<file path="config.mk">
export PLATFORM = sky130hd
export DESIGN_NAME = obstacle_field
export DESIGN_NICKNAME = d
export VERILOG_FILES = /design/src/rtl/game_pkg.sv /design/src/rtl/obstacle_slot.sv /design/src/rtl/obstacle_field.sv
export SDC_FILE = /design/constraint.sdc
export NUM_CORES = 1
export LEC_CHECK = 0
export ABC_CLOCK_PERIOD_IN_PS = 5500
export BUFFER_PORTS_ARGS = -buffer_cell sky130_fd_sc_hd__buf_2
export CELL_PAD_IN_SITES_DETAIL_PLACEMENT = 0
export CELL_PAD_IN_SITES_GLOBAL_PLACEMENT = 1
export CORE_ASPECT_RATIO = 0.75
export CORE_UTILIZATION = 35
export DETAILED_ROUTE_END_ITERATION = 8
export PLACE_DENSITY = 0.66
export SLEW_MARGIN = 20
export SYNTH_ARGS = -nofsm -noshare
export SYNTH_HDL_FRONTEND = slang
export SYNTH_SLANG_ARGS = --single-unit
</file>
<file path="constraint.sdc">
create_clock -name clk -period 5.5 [get_ports clk]
set_clock_uncertainty 0.1 [all_clocks]
set_input_delay 0.825 -clock clk [delete_from_list [all_inputs] [get_ports clk]]
set_output_delay 0.825 -clock clk [all_outputs]
set_load 0.01 [all_outputs]
</file>
<file path="src/rtl/game_pkg.sv">
// Shared screen constants, game state encoding and LFSR taps for the obstacle field.
package game_pkg;

  localparam int SCREEN_W = 640;
  localparam int SCREEN_H = 480;

  // Galois taps 16,14,13,11 for a right-shifting 16-bit LFSR
  localparam logic [15:0] LFSR_MASK = 16'hB400;

  typedef enum logic [1:0] {
    IDLE = 2'd0,
    RUN  = 2'd1,
    OVER = 2'd2
  } state_t;

endpackage

</file>
<file path="src/rtl/obstacle_slot.sv">
// One falling obstacle: position/active state, fall step, retirement pulse and player AABB hit.
// retire and hit are combinational from the slot registers so the top can count and register them.
module obstacle_slot #(
  parameter int OBS_W    = 40,
  parameter int OBS_H    = 40,
  parameter int PLAYER_W = 30,
  parameter int PLAYER_H = 30,
  parameter int PLAYER_Y = 315,
  parameter int SCREEN_H = 480
) (
  input  logic       clk,
  input  logic       rst,
  input  logic       clear,
  input  logic       tick,
  input  logic       spawn,
  input  logic [9:0] spawn_x,
  input  logic [4:0] speed,
  input  logic [9:0] player_x,
  output logic [9:0] x,
  output logic [9:0] y,
  output logic       active,
  output logic       retire,
  output logic       hit
);
  import game_pkg::*;

  logic [10:0] y_next;

  assign y_next = {1'b0, y} + {6'd0, speed};
  assign retire = tick & active & (y_next >= 11'(SCREEN_H));

  // All sums held in 11 bits so edge-of-screen positions cannot wrap
  always_comb begin
    hit = active
       && ({1'b0, x} < ({1'b0, player_x} + 11'(PLAYER_W)))
       && ({1'b0, player_x} < ({1'b0, x} + 11'(OBS_W)))
       && ({1'b0, y} < 11'(PLAYER_Y + PLAYER_H))
       && (11'(PLAYER_Y) < ({1'b0, y} + 11'(OBS_H)));
  end

  // spawn is only offered to a slot that is inactive, so it never meets retire
  always_ff @(posedge clk) begin
    if (rst || clear) begin
      x      <= '0;
      y      <= '0;
      active <= 1'b0;
    end else if (tick) begin
      if (spawn) begin
        active <= 1'b1;
        x      <= spawn_x;
        y      <= '0;
      end else if (retire) begin
        active <= 1'b0;
      end else if (active) begin
        y <= y_next[9:0];
      end
    end
  end

endmodule

</file>
<file path="src/rtl/obstacle_field.sv">
// Obstacle field controller: game FSM, LFSR spawner, speed ramp, score and collision over NUM_OBS slots.
// All outputs registered; a game_en tick is visible one clk later.
module obstacle_field #(
  parameter int          NUM_OBS      = 4,
  parameter int          OBS_W        = 40,
  parameter int          OBS_H        = 40,
  parameter int          PLAYER_W     = 30,
  parameter int          PLAYER_H     = 30,
  parameter int          PLAYER_Y     = 315,
  parameter int          SCREEN_W     = game_pkg::SCREEN_W,
  parameter int          SCREEN_H     = game_pkg::SCREEN_H,
  parameter int          BASE_SPEED   = 4,
  parameter int          SPEED_STEP   = 2,
  parameter int          MAX_SPEED    = 16,
  parameter int          LEVEL_PASSES = 8,
  parameter int          SPAWN_GAP    = 30,
  parameter logic [15:0] LFSR_SEED    = 16'hACE1
) (
  input  logic                  clk,
  input  logic                  rst,
  input  logic                  game_en,
  input  logic                  start,
  input  logic [9:0]            player_x,
  output logic [NUM_OBS*10-1:0] obs_x,
  output logic [NUM_OBS*10-1:0] obs_y,
  output logic [NUM_OBS-1:0]    obs_active,
  output logic                  collision,
  output logic                  game_over,
  output logic [4:0]            speed,
  output logic [15:0]           score
);
  import game_pkg::*;

  localparam logic [15:0] GAP_LAST = 16'(SPAWN_GAP - 1);
  localparam logic [9:0]  X_RANGE  = 10'(SCREEN_W - OBS_W);

  state_t              state;
  logic [15:0]         lfsr;
  logic [15:0]         spawn_cnt;
  logic [7:0]          pass_cnt;

  logic                tick;
  logic                slot_clear;
  logic                spawn_due;
  logic                has_free;
  logic [NUM_OBS-1:0]  lowest_free;
  logic [NUM_OBS-1:0]  spawn_vec;
  logic [NUM_OBS-1:0]  retire;
  logic [NUM_OBS-1:0]  hit;
  logic [3:0]          n_retire;
  logic [7:0]          pass_sum;
  logic [16:0]         score_sum;
  logic [15:0]         score_next;
  logic [5:0]          speed_up;
  logic [4:0]          speed_next;
  logic [15:0]         lfsr_next;
  logic [9:0]          spawn_x;

  assign tick       = game_en && (state == RUN) && !collision;
  assign slot_clear = start && (state != RUN);
  assign spawn_due  = tick && (spawn_cnt == GAP_LAST);
  assign has_free   = ~&obs_active;

  // Last assignment wins, so iterating downward leaves the lowest free index
  always_comb begin
    lowest_free = '0;
    for (int i = NUM_OBS - 1; i >= 0; i--) begin
      if (!obs_active[i]) lowest_free = NUM_OBS'(1) << i;
    end
  end

  assign spawn_vec = spawn_due ? lowest_free : '0;

  always_comb begin
    n_retire = '0;
    for (int i = 0; i < NUM_OBS; i++) begin
      n_retire = n_retire + 4'(retire[i]);
    end
  end

  assign pass_sum   = pass_cnt + 8'(n_retire);
  assign score_sum  = {1'b0, score} + 17'(n_retire);
  assign score_next = score_sum[16] ? 16'hFFFF : score_sum[15:0];
  assign speed_up   = {1'b0, speed} + 6'(SPEED_STEP);
  assign speed_next = (speed_up > 6'(MAX_SPEED)) ? 5'(MAX_SPEED) : speed_up[4:0];
  assign lfsr_next  = lfsr[0] ? ({1'b0, lfsr[15:1]} ^ LFSR_MASK) : {1'b0, lfsr[15:1]};
  assign spawn_x    = (lfsr[9:0] >= X_RANGE) ? (lfsr[9:0] - X_RANGE) : lfsr[9:0];

  for (genvar g = 0; g < NUM_OBS; g++) begin : g_slot
    obstacle_slot #(
      .OBS_W   (OBS_W),
      .OBS_H   (OBS_H),
      .PLAYER_W(PLAYER_W),
      .PLAYER_H(PLAYER_H),
      .PLAYER_Y(PLAYER_Y),
      .SCREEN_H(SCREEN_H)
    ) u_slot (
      .clk     (clk),
      .rst     (rst),
      .clear   (slot_clear),
      .tick    (tick),
      .spawn   (spawn_vec[g]),
      .spawn_x (spawn_x),
      .speed   (speed),
      .player_x(player_x),
      .x       (obs_x[g*10 +: 10]),
      .y       (obs_y[g*10 +: 10]),
      .active  (obs_active[g]),
      .retire  (retire[g]),
      .hit     (hit[g])
    );
  end

  always_ff @(posedge clk) begin
    if (rst) begin
      state     <= IDLE;
      lfsr      <= LFSR_SEED;
      spawn_cnt <= '0;
      pass_cnt  <= '0;
      speed     <= 5'(BASE_SPEED);
      score     <= '0;
      collision <= 1'b0;
      game_over <= 1'b0;
    end else begin
      case (state)
        IDLE, OVER: begin
          if (state == IDLE) collision <= 1'b0;
          // A new game keeps the LFSR running so successive games differ
          if (start) begin
            state     <= RUN;
            game_over <= 1'b0;
            spawn_cnt <= '0;
            pass_cnt  <= '0;
            speed     <= 5'(BASE_SPEED);
            score     <= '0;
            collision <= 1'b0;
          end
        end
        RUN: begin
          if (collision) begin
            state     <= OVER;
            game_over <= 1'b1;
          end else begin
            collision <= |hit;
            if (game_en) begin
              score <= score_next;
              if (pass_sum >= 8'(LEVEL_PASSES)) begin
                pass_cnt <= '0;
                speed    <= speed_next;
              end else begin
                pass_cnt <= pass_sum;
              end
              // With every slot busy the spawner waits armed at the last count
              if (spawn_cnt == GAP_LAST) begin
                if (has_free) spawn_cnt <= '0;
              end else begin
                spawn_cnt <= spawn_cnt + 16'd1;
              end
              lfsr <= lfsr_next;
            end
          end
        end
        default: state <= IDLE;
      endcase
    end
  end

endmodule

</file>
==> results by group <==
Place
  • Placed Instances: between 1500 and 2000
  • Placed instance area: 10700 µm²
  • Post-Place Setup Slack: about 220 ps
  • Placer congestion estimate: 0.882
  • Final HPWL DP: 23.0 mm
  • Port bufs: 119

Setup path
  • Worst Path Class, Setup: reg -> reg
  • CP max FO: 7
  • WP data required: 5740 ps
  • Crit path cell chain: ha_1, a211oi_2, nor2_1, or4b_1, a32oi_2, nor2_1, nand2_1, fa_1, inv_1, ha_1, ha_1, ha_1, a21o_1, a21o_1, a211o_1, a21oi_1, a31oi_1, buf_4, or2_2, a211oi_1
  • Worst setup EP type: flop
  • Crit path DAT: approximately 5400 ps
  • Slowest cell on crit path: or4b_1
  • R2r setup slk: a little over 300 ps
  • Setup crit start kind: flop
  • Critical path's largest stage delay: around 570 ps
  • CP delay by family, top: compound AO/OA/AOI/OAI gates
  • Crit-path most repeated cell: ha_1
  • Crit path buffers/inverters: 2

Final layout
  • # nets final: ~1400
  • Diodes inserted: 0
  • Layout cell share with drive strength beyond 1: between 15 and 20%
  • Area grow syn2layout: 16.2%
  • Fill cell count: approximately 2800
  • Commonest non-fill, non-tap cell in the layout: dfxtp_1
  • Layout Cells excl Fill: 1654
  • Most frequent cells in the layout: dfxtp_1 (144), nor2_1 (124), nand2_1 (120)
  • Final instance area: 11300 µm²

Clocking
  • Hold Buf Count CTS: 0
  • TritonCTS clock tree: built
  • Max Buffers Root-to-Sink: 2
  • Clock sink count: about 150
  • Clock latency on the worst-skew pair: around 440 ps
  • H-tree depth: 4
  • Root buf cell: clkbuf_16
  • Clk slew on worst S/H paths: 70 ps
  • Cts bufs inserted: 17

Drt
  • Average wire per standard cell: about 19 µm
  • DRT Pass-1 Iters: 5
  • Initial DRC count: 640
  • Vias/cell: roughly 5.5
  • Final ANT Viol Nets: 0
  • Via Count: between 9000 and 10000
  • DR DRC count: 0
  • WL final: about 31 mm

Power
  • Pwr Density: 221 nW/µm²
  • Worst VDD drop: between 0.2 and 0.25 mV
  • P_leak: 4.69 nW

Run status
  • Status: completed

Timing
  • Max Freq: slightly below 200 MHz
  • Fin. max-slew vios: 0
  • Setup Viol. Count Final: 0
  • Period utilization: around 94%
  • Worst Max-Slew Pin Slew: between 900 and 1000 ps
  • Tmin final: between 5000 and 6000 ps
  • Hold violation count in the final report: 0
  • RSZ-0062 raised after global routing: no
  • Post-route setup slack: roughly 310 ps
  • Setup_tns: 0 ps
  • Worst rel slew slack: 35.9%

Synth
  • Top cell type's share of synthesized area: ~31%
  • Yosys reg bits: between 100 and 150
  • Sequential fraction of the synthesis area: between 30% and 40%
  • Syn Area/Cell: 8.16 µm²
  • Most used DFF post-synth: dfxtp_1
  • Post-synth EDFFs: 0
  • Cell taking the most area after synthesis: dfxtp_1
  • FFs w/ async S/R, synth: 0%
  • Syn_nets: about 1300
  • Ys Warns: 0
  • Synth cell types: 79
  • Post-synthesis cell count: approximately 1200
  • Synth area leaders: dfxtp_1 (31%), ha_1 (14%), a21oi_1 (5.3%)
  • Synthesized area: just under 10000 µm²

Min path
  • HP Class: reg -> reg

Floorplanning
  • Num rows: 52
  • Area of the core: 27100 µm²
  • Die Span Y: between 100 and 150 µm
  • Die X-Extent: between 150 and 200 µm
  • Top Ports: 121
  • Die Area: 28400 µm²
  • Starting Density: 35.8%

Global route
  • Largest net degree at the start of global routing: between 50 and 60
  • Total GRT Usage: 22.0%
  • Initial antenna violation count: 0
  • Vias in the first global route: ~8100
  • First-pass GRT wire length: around 49 mm
  • Overflow after GRT: 0

Job
  • # Max-Cap Violations: 0
-- tightest hold or removal path, stage by stage (launching register included) --
cell     delay [ps]
dfxtp_1         310
nand2_1          50
a21oi_1          50
-- sequential cells by signal (all words and copies together), names as in the netlist --
signal                cells
game_over                 1
g_slot.u_slot.x          40
g_slot.u_slot.y          40
score                    16
spawn_cnt                16
pass_cnt                  8
speed                     4
state                     2
g_slot.u_slot.active      4
lfsr                     16
collision                 1
-- metal layers --
layer,track usage (%),wire [µm]
met1,35.3,16900
met4,4.56,189
met3,4.00,1470
met5,0,0
met2,29.6,12200
-- stage by stage --
step	total power, mW	util [%]	hold slack, ps
6_report	2.49	41.6	357
5_1_grt	2.59	41.6	387
4_1_cts	2.52	41.5	360
3_5_place_dp	1.32	39.4	347
3_3_place_gp	1.32	39.4	344
2_1_floorplan	1.25	-	332
-- cells by family after synthesis --
kind of cell,count (synthesis),synth area share (%)
AOI/OAI and AO/OA,326,21.7
muxes,12,1.29
and+or+nand+nor,438,22.6
adders and majority gates,110,14.4
DFF,148,30.5
buffers and inverters,95,4.01
other,1,0.0386
xor gates and xnor gates,60,5.41
-- final cells by class --
| cell class | count | area, µm² | area share (%) |
|---|---|---|---|
| Clock inverter | 11 | 126 | 1.12 |
| Multi-Input combinational cell | 947 | 6400 | 56.7 |
| Clock buffer | 21 | 460 | 4.08 |
| Tap cell | 351 | 439 | 3.89 |
| Sequential cell | 148 | 2970 | 26.3 |
| Inverter | 34 | 128 | 1.13 |
| Timing Repair Buffer | 142 | 768 | 6.81 |
-- cell usage after synthesis, types with 4 or more instances --
| library cell | instances |
|---|---|
| a211o_1 | 6 |
| a211oi_1 | 37 |
| a21o_1 | 19 |
| a21oi_1 | 103 |
| a221oi_1 | 7 |
| a31oi_1 | 7 |
| and2_1 | 15 |
| and3_1 | 17 |
| buf_2 | 5 |
| buf_4 | 5 |
| clkbuf_1 | 48 |
| dfxtp_1 | 148 |
| ha_1 | 107 |
| inv_1 | 34 |
| mux2_2 | 4 |
| mux2i_1 | 8 |
| nand2_1 | 120 |
| nand2b_1 | 15 |
| nand3_1 | 35 |
| nand3b_1 | 12 |
| nand4_1 | 28 |
| nor2_1 | 124 |
| nor2b_1 | 14 |
| nor3_1 | 19 |
| nor4_1 | 6 |
| nor4b_1 | 4 |
| o2111ai_1 | 8 |
| o211ai_1 | 14 |
| o21a_1 | 6 |
| o21ai_0 | 64 |
| o22ai_1 | 4 |
| o31ai_1 | 5 |
| o41ai_1 | 4 |
| or4_1 | 5 |
| xnor2_1 | 23 |
| xor2_1 | 37 |
-- worst paths after layout --
kind / startpoint / end / depth (start not counted)
setup / recovery: speed[2] / pass_cnt[1] / 20
setup reg to reg: speed[2] / pass_cnt[1] / 20
hold reg to reg: lfsr[15] / lfsr[14] / 2
hold / removal: lfsr[15] / lfsr[14] / 2
-- timing repair --
action,in CTS,in global routing
buffers inserted,0,0
endpoints found under the setup margin,0,20
gates resized for setup,0,7
-- power breakdown --
group          leakage (nW)  total (mW)  switching (mW)  internal (mW)
combinational          3.20       0.204           0.135         0.0689
sequential             1.20        1.09          0.0130           1.08
clock                 0.288        1.19           0.497          0.695
(Power assumes the default switching activity.)
